File: src/rtl/cla_serial_wordadd.sv
// Byte-serial NBYTES*8-bit adder reusing one 8-bit carry-lookahead slice.
// Latency: accept on edge 0, rsp_valid high after edge NBYTES; one op per NBYTES+2 cycles.
// Backpressure: req_ready low from accept until response handshake; result held while rsp_ready=0.
//
// Ports: clk, rst_n (async active-low); req_valid/req_ready/req_a/req_b/req_cin request side;
//        rsp_valid/rsp_ready/rsp_sum/rsp_cout response side; busy high in ADD or DONE.
// Optional: define CLA_SERIAL_OVF_EN to add rsp_ovf (two's-complement overflow of the full word).

module cla_adder (
  input  logic [7:0] a_i,
  input  logic [7:0] b_i,
  input  logic       cin_i,
  output logic [7:0] s_o,
  output logic       cout_o
);
  logic [7:0] g, p;
  logic [8:0] c;

  // Expanded 4-bit lookahead; returns carries into bits 1..4 of the group.
  function automatic logic [3:0] cla4(input logic [3:0] gg, input logic [3:0] pp, input logic ci);
    logic [3:0] co;
    co[0] = gg[0] | (pp[0] & ci);
    co[1] = gg[1] | (pp[1] & gg[0]) | (pp[1] & pp[0] & ci);
    co[2] = gg[2] | (pp[2] & gg[1]) | (pp[2] & pp[1] & gg[0]) | (pp[2] & pp[1] & pp[0] & ci);
    co[3] = gg[3] | (pp[3] & gg[2]) | (pp[3] & pp[2] & gg[1]) | (pp[3] & pp[2] & pp[1] & gg[0])
          | (pp[3] & pp[2] & pp[1] & pp[0] & ci);
    return co;
  endfunction

  assign g = a_i & b_i;
  assign p = a_i ^ b_i;

  always_comb begin
    c = '0;
    c[0] = cin_i;
    c[4:1] = cla4(g[3:0], p[3:0], c[0]);
    c[8:5] = cla4(g[7:4], p[7:4], c[4]);
  end

  assign s_o    = p ^ c[7:0];
  assign cout_o = c[8];
endmodule

module cla_serial_wordadd #(
  parameter int NBYTES = 4
) (
  input  logic                clk,
  input  logic                rst_n,
  input  logic                req_valid,
  output logic                req_ready,
  input  logic [8*NBYTES-1:0] req_a,
  input  logic [8*NBYTES-1:0] req_b,
  input  logic                req_cin,
  output logic                rsp_valid,
  input  logic                rsp_ready,
  output logic [8*NBYTES-1:0] rsp_sum,
  output logic                rsp_cout,
`ifdef CLA_SERIAL_OVF_EN
  output logic                rsp_ovf,
`endif
  output logic                busy
);
  localparam int W  = 8 * NBYTES;
  localparam int CW = $clog2(NBYTES);

  typedef enum logic [1:0] {S_IDLE, S_ADD, S_DONE} state_t;

  state_t          state_q;
  logic [W-1:0]    a_sh_q, b_sh_q, sum_q;
  logic            carry_q;
  logic [CW-1:0]   cnt_q;
  logic            req_ready_q, rsp_valid_q, rsp_cout_q;
  logic [7:0]      add_s;
  logic            add_cout;
`ifdef CLA_SERIAL_OVF_EN
  logic            ovf_q;
`endif

  cla_adder u_cla (
    .a_i    (a_sh_q[7:0]),
    .b_i    (b_sh_q[7:0]),
    .cin_i  (carry_q),
    .s_o    (add_s),
    .cout_o (add_cout)
  );

  always_ff @(posedge clk or negedge rst_n) begin
    if (!rst_n) begin
      state_q     <= S_IDLE;
      a_sh_q      <= '0;
      b_sh_q      <= '0;
      sum_q       <= '0;
      carry_q     <= 1'b0;
      cnt_q       <= '0;
      req_ready_q <= 1'b0;
      rsp_valid_q <= 1'b0;
      rsp_cout_q  <= 1'b0;
`ifdef CLA_SERIAL_OVF_EN
      ovf_q       <= 1'b0;
`endif
    end else begin
      case (state_q)
        S_IDLE: begin
          if (req_valid && req_ready_q) begin
            a_sh_q      <= req_a;
            b_sh_q      <= req_b;
            carry_q     <= req_cin;
            cnt_q       <= '0;
            req_ready_q <= 1'b0;
            state_q     <= S_ADD;
          end else begin
            // Also covers the first edge after reset release.
            req_ready_q <= 1'b1;
          end
        end
        S_ADD: begin
          // Result fills from the top so byte 0 lands at the bottom after NBYTES shifts.
          sum_q   <= {add_s, sum_q[W-1:8]};
          a_sh_q  <= {8'h00, a_sh_q[W-1:8]};
          b_sh_q  <= {8'h00, b_sh_q[W-1:8]};
          carry_q <= add_cout;
          if (cnt_q == CW'(NBYTES - 1)) begin
            rsp_cout_q  <= add_cout;
            rsp_valid_q <= 1'b1;
`ifdef CLA_SERIAL_OVF_EN
            ovf_q       <= (a_sh_q[7] == b_sh_q[7]) && (add_s[7] != a_sh_q[7]);
`endif
            state_q     <= S_DONE;
          end else begin
            cnt_q <= cnt_q + CW'(1);
          end
        end
        S_DONE: begin
          if (rsp_ready) begin
            rsp_valid_q <= 1'b0;
            req_ready_q <= 1'b1;
`ifdef CLA_SERIAL_OVF_EN
            ovf_q       <= 1'b0;
`endif
            state_q     <= S_IDLE;
          end
        end
        default: begin
          state_q     <= S_IDLE;
          req_ready_q <= 1'b0;
          rsp_valid_q <= 1'b0;
        end
      endcase
    end
  end

  assign req_ready = req_ready_q;
  assign rsp_valid = rsp_valid_q;
  assign rsp_sum   = sum_q;
  assign rsp_cout  = rsp_cout_q;
  assign busy      = (state_q != S_IDLE);
`ifdef CLA_SERIAL_OVF_EN
  assign rsp_ovf   = ovf_q;
`endif
endmodule

File: config.mk
export PLATFORM = sky130hd
export DESIGN_NAME = cla_serial_wordadd
export DESIGN_NICKNAME = d
export VERILOG_FILES = /design/src/rtl/cla_serial_wordadd.sv
export SDC_FILE = /design/constraint.sdc
export NUM_CORES = 1
export LEC_CHECK = 0
export ABC_AREA = 1
export BUFFER_PORTS_ARGS = -buffer_cell sky130_fd_sc_hd__buf_2
export CAP_MARGIN = 20
export CORE_ASPECT_RATIO = 1.2
export CORE_MARGIN = 5
export CORE_UTILIZATION = 54
export CTS_CLUSTER_DIAMETER = 100
export DETAILED_ROUTE_END_ITERATION = 12
export GPL_TIMING_DRIVEN = 0
export PLACE_DENSITY = 0.8
export SLEW_MARGIN = 25
export SYNTH_ARGS = -nofsm -noshare
export SYNTH_HDL_FRONTEND = slang
export SYNTH_SLANG_ARGS = --single-unit
File: constraint.sdc
create_clock -name clk -period 2.1 [get_ports clk]
set_input_delay 0.21 -clock clk [delete_from_list [all_inputs] [get_ports clk]]
set_output_delay 0.21 -clock clk [all_outputs]
set_load 0.005 [all_outputs]
==> impl_metrics.yaml <==
placement:
  postPlaceCellArea_um2: 5439
  place.port_buffers: 104
  place_congestion: 0.9119
  dpl.hpwl_um: 9192
sta:
  fmax_mhz: 539.9
  post-route-period-util_pct: 88.20
  setup_tns_ps: 0
  finalHoldViolations: 0
  worst_slew_pin_slew_ps: 534.7
  setup_viol: 0
  layout_min_cycle_time_ps: 1852
  slew_headroom_pct: 64.35
  drv_slew: 0
  fin_skew_ps: 19.11
  rsz0062_at_grt: "no"
  finalHoldWorstSlack_ps: 73.40
setup_path:
  cp.required_ps: 2360
  rr_worst_depth: 8
  crit_fanout: 4
  cp_common_cell: "nand2_1"
  cp_data_arrival_time_ps: 2110
  crit_path_top_delay_cell: "dfrtp_1"
  cp-start-kind: "register"
  cp_cell_sequence: "ha_1 -> inv_1 -> nand2_1 -> nand3_1 -> nand2_1 -> fa_1 -> xnor2_1 -> o21ai_0"
  endpoint_kind: "register"
  slowest_delay_ps: 400
  critPathKind: "reg2reg"
floorplanning:
  io_pins: 105
  initial_core_util_pct: 55.33
  die-height_um: 112.6
  fp.dieW_um: 95.51
  core-area_um2: 8564
  die-area_um2: 10760
  rows: 37
cts:
  cts_root_buf: "clkbuf_8"
  clock_path_buffers: 2
  clkSlewWorstSetupHoldPaths_ps: 110
  postCtsSetupBuffers: 0
  cts-resized-gates: 0
  cts_tree: "built"
  numCtsBuffers: 9
  clock-sinks: 104
  clk_latency_ps: 380
  h-tree-depth: 3
logic_synthesis:
  synth.top_cell.area_share_pct: 54.92
  async_flop_share_pct: 100.0
  yosysTopAreaCell: "dfrtp_1"
  synth_cells: 546
  seq_area_frac_synth_pct: 54.92
  synth-seq-cells: 104
  syn_avg_cell_area_um2: 8.678
  synth.top_cells.by_area: "dfrtp_1, nand2_1, o21ai_0"
  ys_types: 27
  synth_edf_count: 0
  syn_area_um2: 4738
  synth_warnings: 0
  synth_fp_nets: 626
  ys.flop_type: "dfrtp_1"
global_routing:
  grt.total_usage_pct: 24.06
  grt_overflow_total: 0
  grt_max_degree: 78
  grt_pass1_vias: 4349
  grt_pass1_wl_um: 20210
  antenna_found_initial: 0
flow_run:
  maxCapViolations: 0
finish:
  nets: 743
  syn_to_final_growth_pct: 18.75
  antennaDiodeCount: 0
  drive_gt1_share_pct: 22.01
  stdcell_area_um2: 5627
  layout_commonest_cell: "nand2_1"
  final_cell_mix: "nand2_1, buf_2, dfrtp_1, o21ai_0, inv_1"
detailed_routing:
  vias: 4149
  routed.top_layer: "met4"
  wl_met1_um: 4778
  vias_per_cell: 5.285
  wl_per_cell_um: 15.40
  wirelength_um: 12090
  drt-pass1-iter-count: 4
  drc: 0
  detail-route-antenna-nets: 0
  wl_met2_um: 6189
  drt_iter0_markers: 205
  wl_met3_um: 739
pwr:
  vdd_drop_max_mv: 0.8848
  power_density_nw_per_um2: 1732
  power.leakage_nw: 2.869
run_status:
  status: "complete, no violations"
hold_path:
  hold_depth: 3
  hold_path.class: "in2reg"
cell type report:
class                   instances  area [um^2]
well taps                     117        146.4
multi-input cells             346         1723
clock inverters                 6        50.05
plain buffers                  33        176.4
repair buffers                106        564.3
flip-flops and latches        104         2603
fillers                       752         2938
inverters                      63        236.5
clock buffers                  10        127.6
critical path, delay by kind of cell (launching register included):
kind / cells / cell delay, ps
fa+ha+maj: 2 / 730
flops: 1 / 400
simple gates: 3 / 310
xor+xnor: 1 / 150
compound gates: 1 / 80
buf+inv: 1 / 70
layer usage:
layer,global-route usage (%),up-vias
met5,0,-
met4,10.06,0
met3,4.223,32
met2,41.15,133
met1,29.66,1980
li1,-,2004
final timing paths:
kind / start / slack, ps / to
max in group asynchronous: rst_n / 1190 / b_sh_q[27]$_DFFE_PN0P_
worst min-delay path: req_b[24] / 70 / b_sh_q[24]$_DFFE_PN0P_
worst max register to register: a_sh_q[1]$_DFFE_PN0P_ / 250 / rsp_sum[29]$_DFFE_PN0P_
worst max-delay path: a_sh_q[1]$_DFFE_PN0P_ / 250 / rsp_sum[29]$_DFFE_PN0P_
min in group asynchronous: rst_n / 250 / rsp_sum[8]$_DFFE_PN0P_
worst min register to register: rsp_sum[7]$_DFFE_PN0P_ / 490 / rsp_sum[7]$_DFFE_PN0P_
kinds of logic (layout without fill, tap and decap cells):
logic type,after synthesis,count (layout),share of synthesized area [%]
buffers and inverters,96,218,8.714
adder cells (fa/ha/maj),11,11,3.222
AO/OA/AOI/OAI,132,132,16.00
flip-flops,104,104,54.92
XOR/XNOR,3,3,0.5546
AND/OR/NAND/NOR,200,200,16.58
cells in the mapped netlist (7+ instances only):
library cell	instances
o211ai_1	20
nor2_1	27
o21ai_0	82
clkbuf_1	10
nand2_1	146
ha_1	9
nand3_1	25
a31oi_1	14
dfrtp_1	104
buf_2	15
inv_1	60
o21ai_1	7
what timing repair did:
action / in CTS / in global routing
hold buffers: 1 / 0
endpoints found under the setup margin: 0 / 0
hold endpoints to repair: 27 / 0
metrics by stage:
step	worst slack, ps	power [W]	instances	utilization, %
finish	247.7	0.009743	785	65.70
global route	124.7	0.01069	785	65.70
CTS	252.8	0.009765	785	65.70
detailed placement	257.4	0.008585	768	63.51
global placement	-265.6	0.008296	767	63.11
floorplan	414.1	0.006921	546	-
registers in the layout, summed over array words and instances, names as in the netlist:
name       cells
carry_q        1
state_q        2
a_sh_q        32
cnt_q          2
req_ready      1
rsp_cout       1
rsp_valid      1
b_sh_q        32
rsp_sum       32
power by group:
| group | total, W | internal, W | leakage (nW) | switching [W] |
|---|---|---|---|---|
| Combinational | 0.00508 | 0.00186 | 1.50 | 0.00322 |
| Sequential | 0.00349 | 0.00299 | 1.28 | 0.000491 |
| Clock | 0.00117 | 0.000449 | 0.0892 | 0.000724 |
Power figures use the tool's default switching activity.
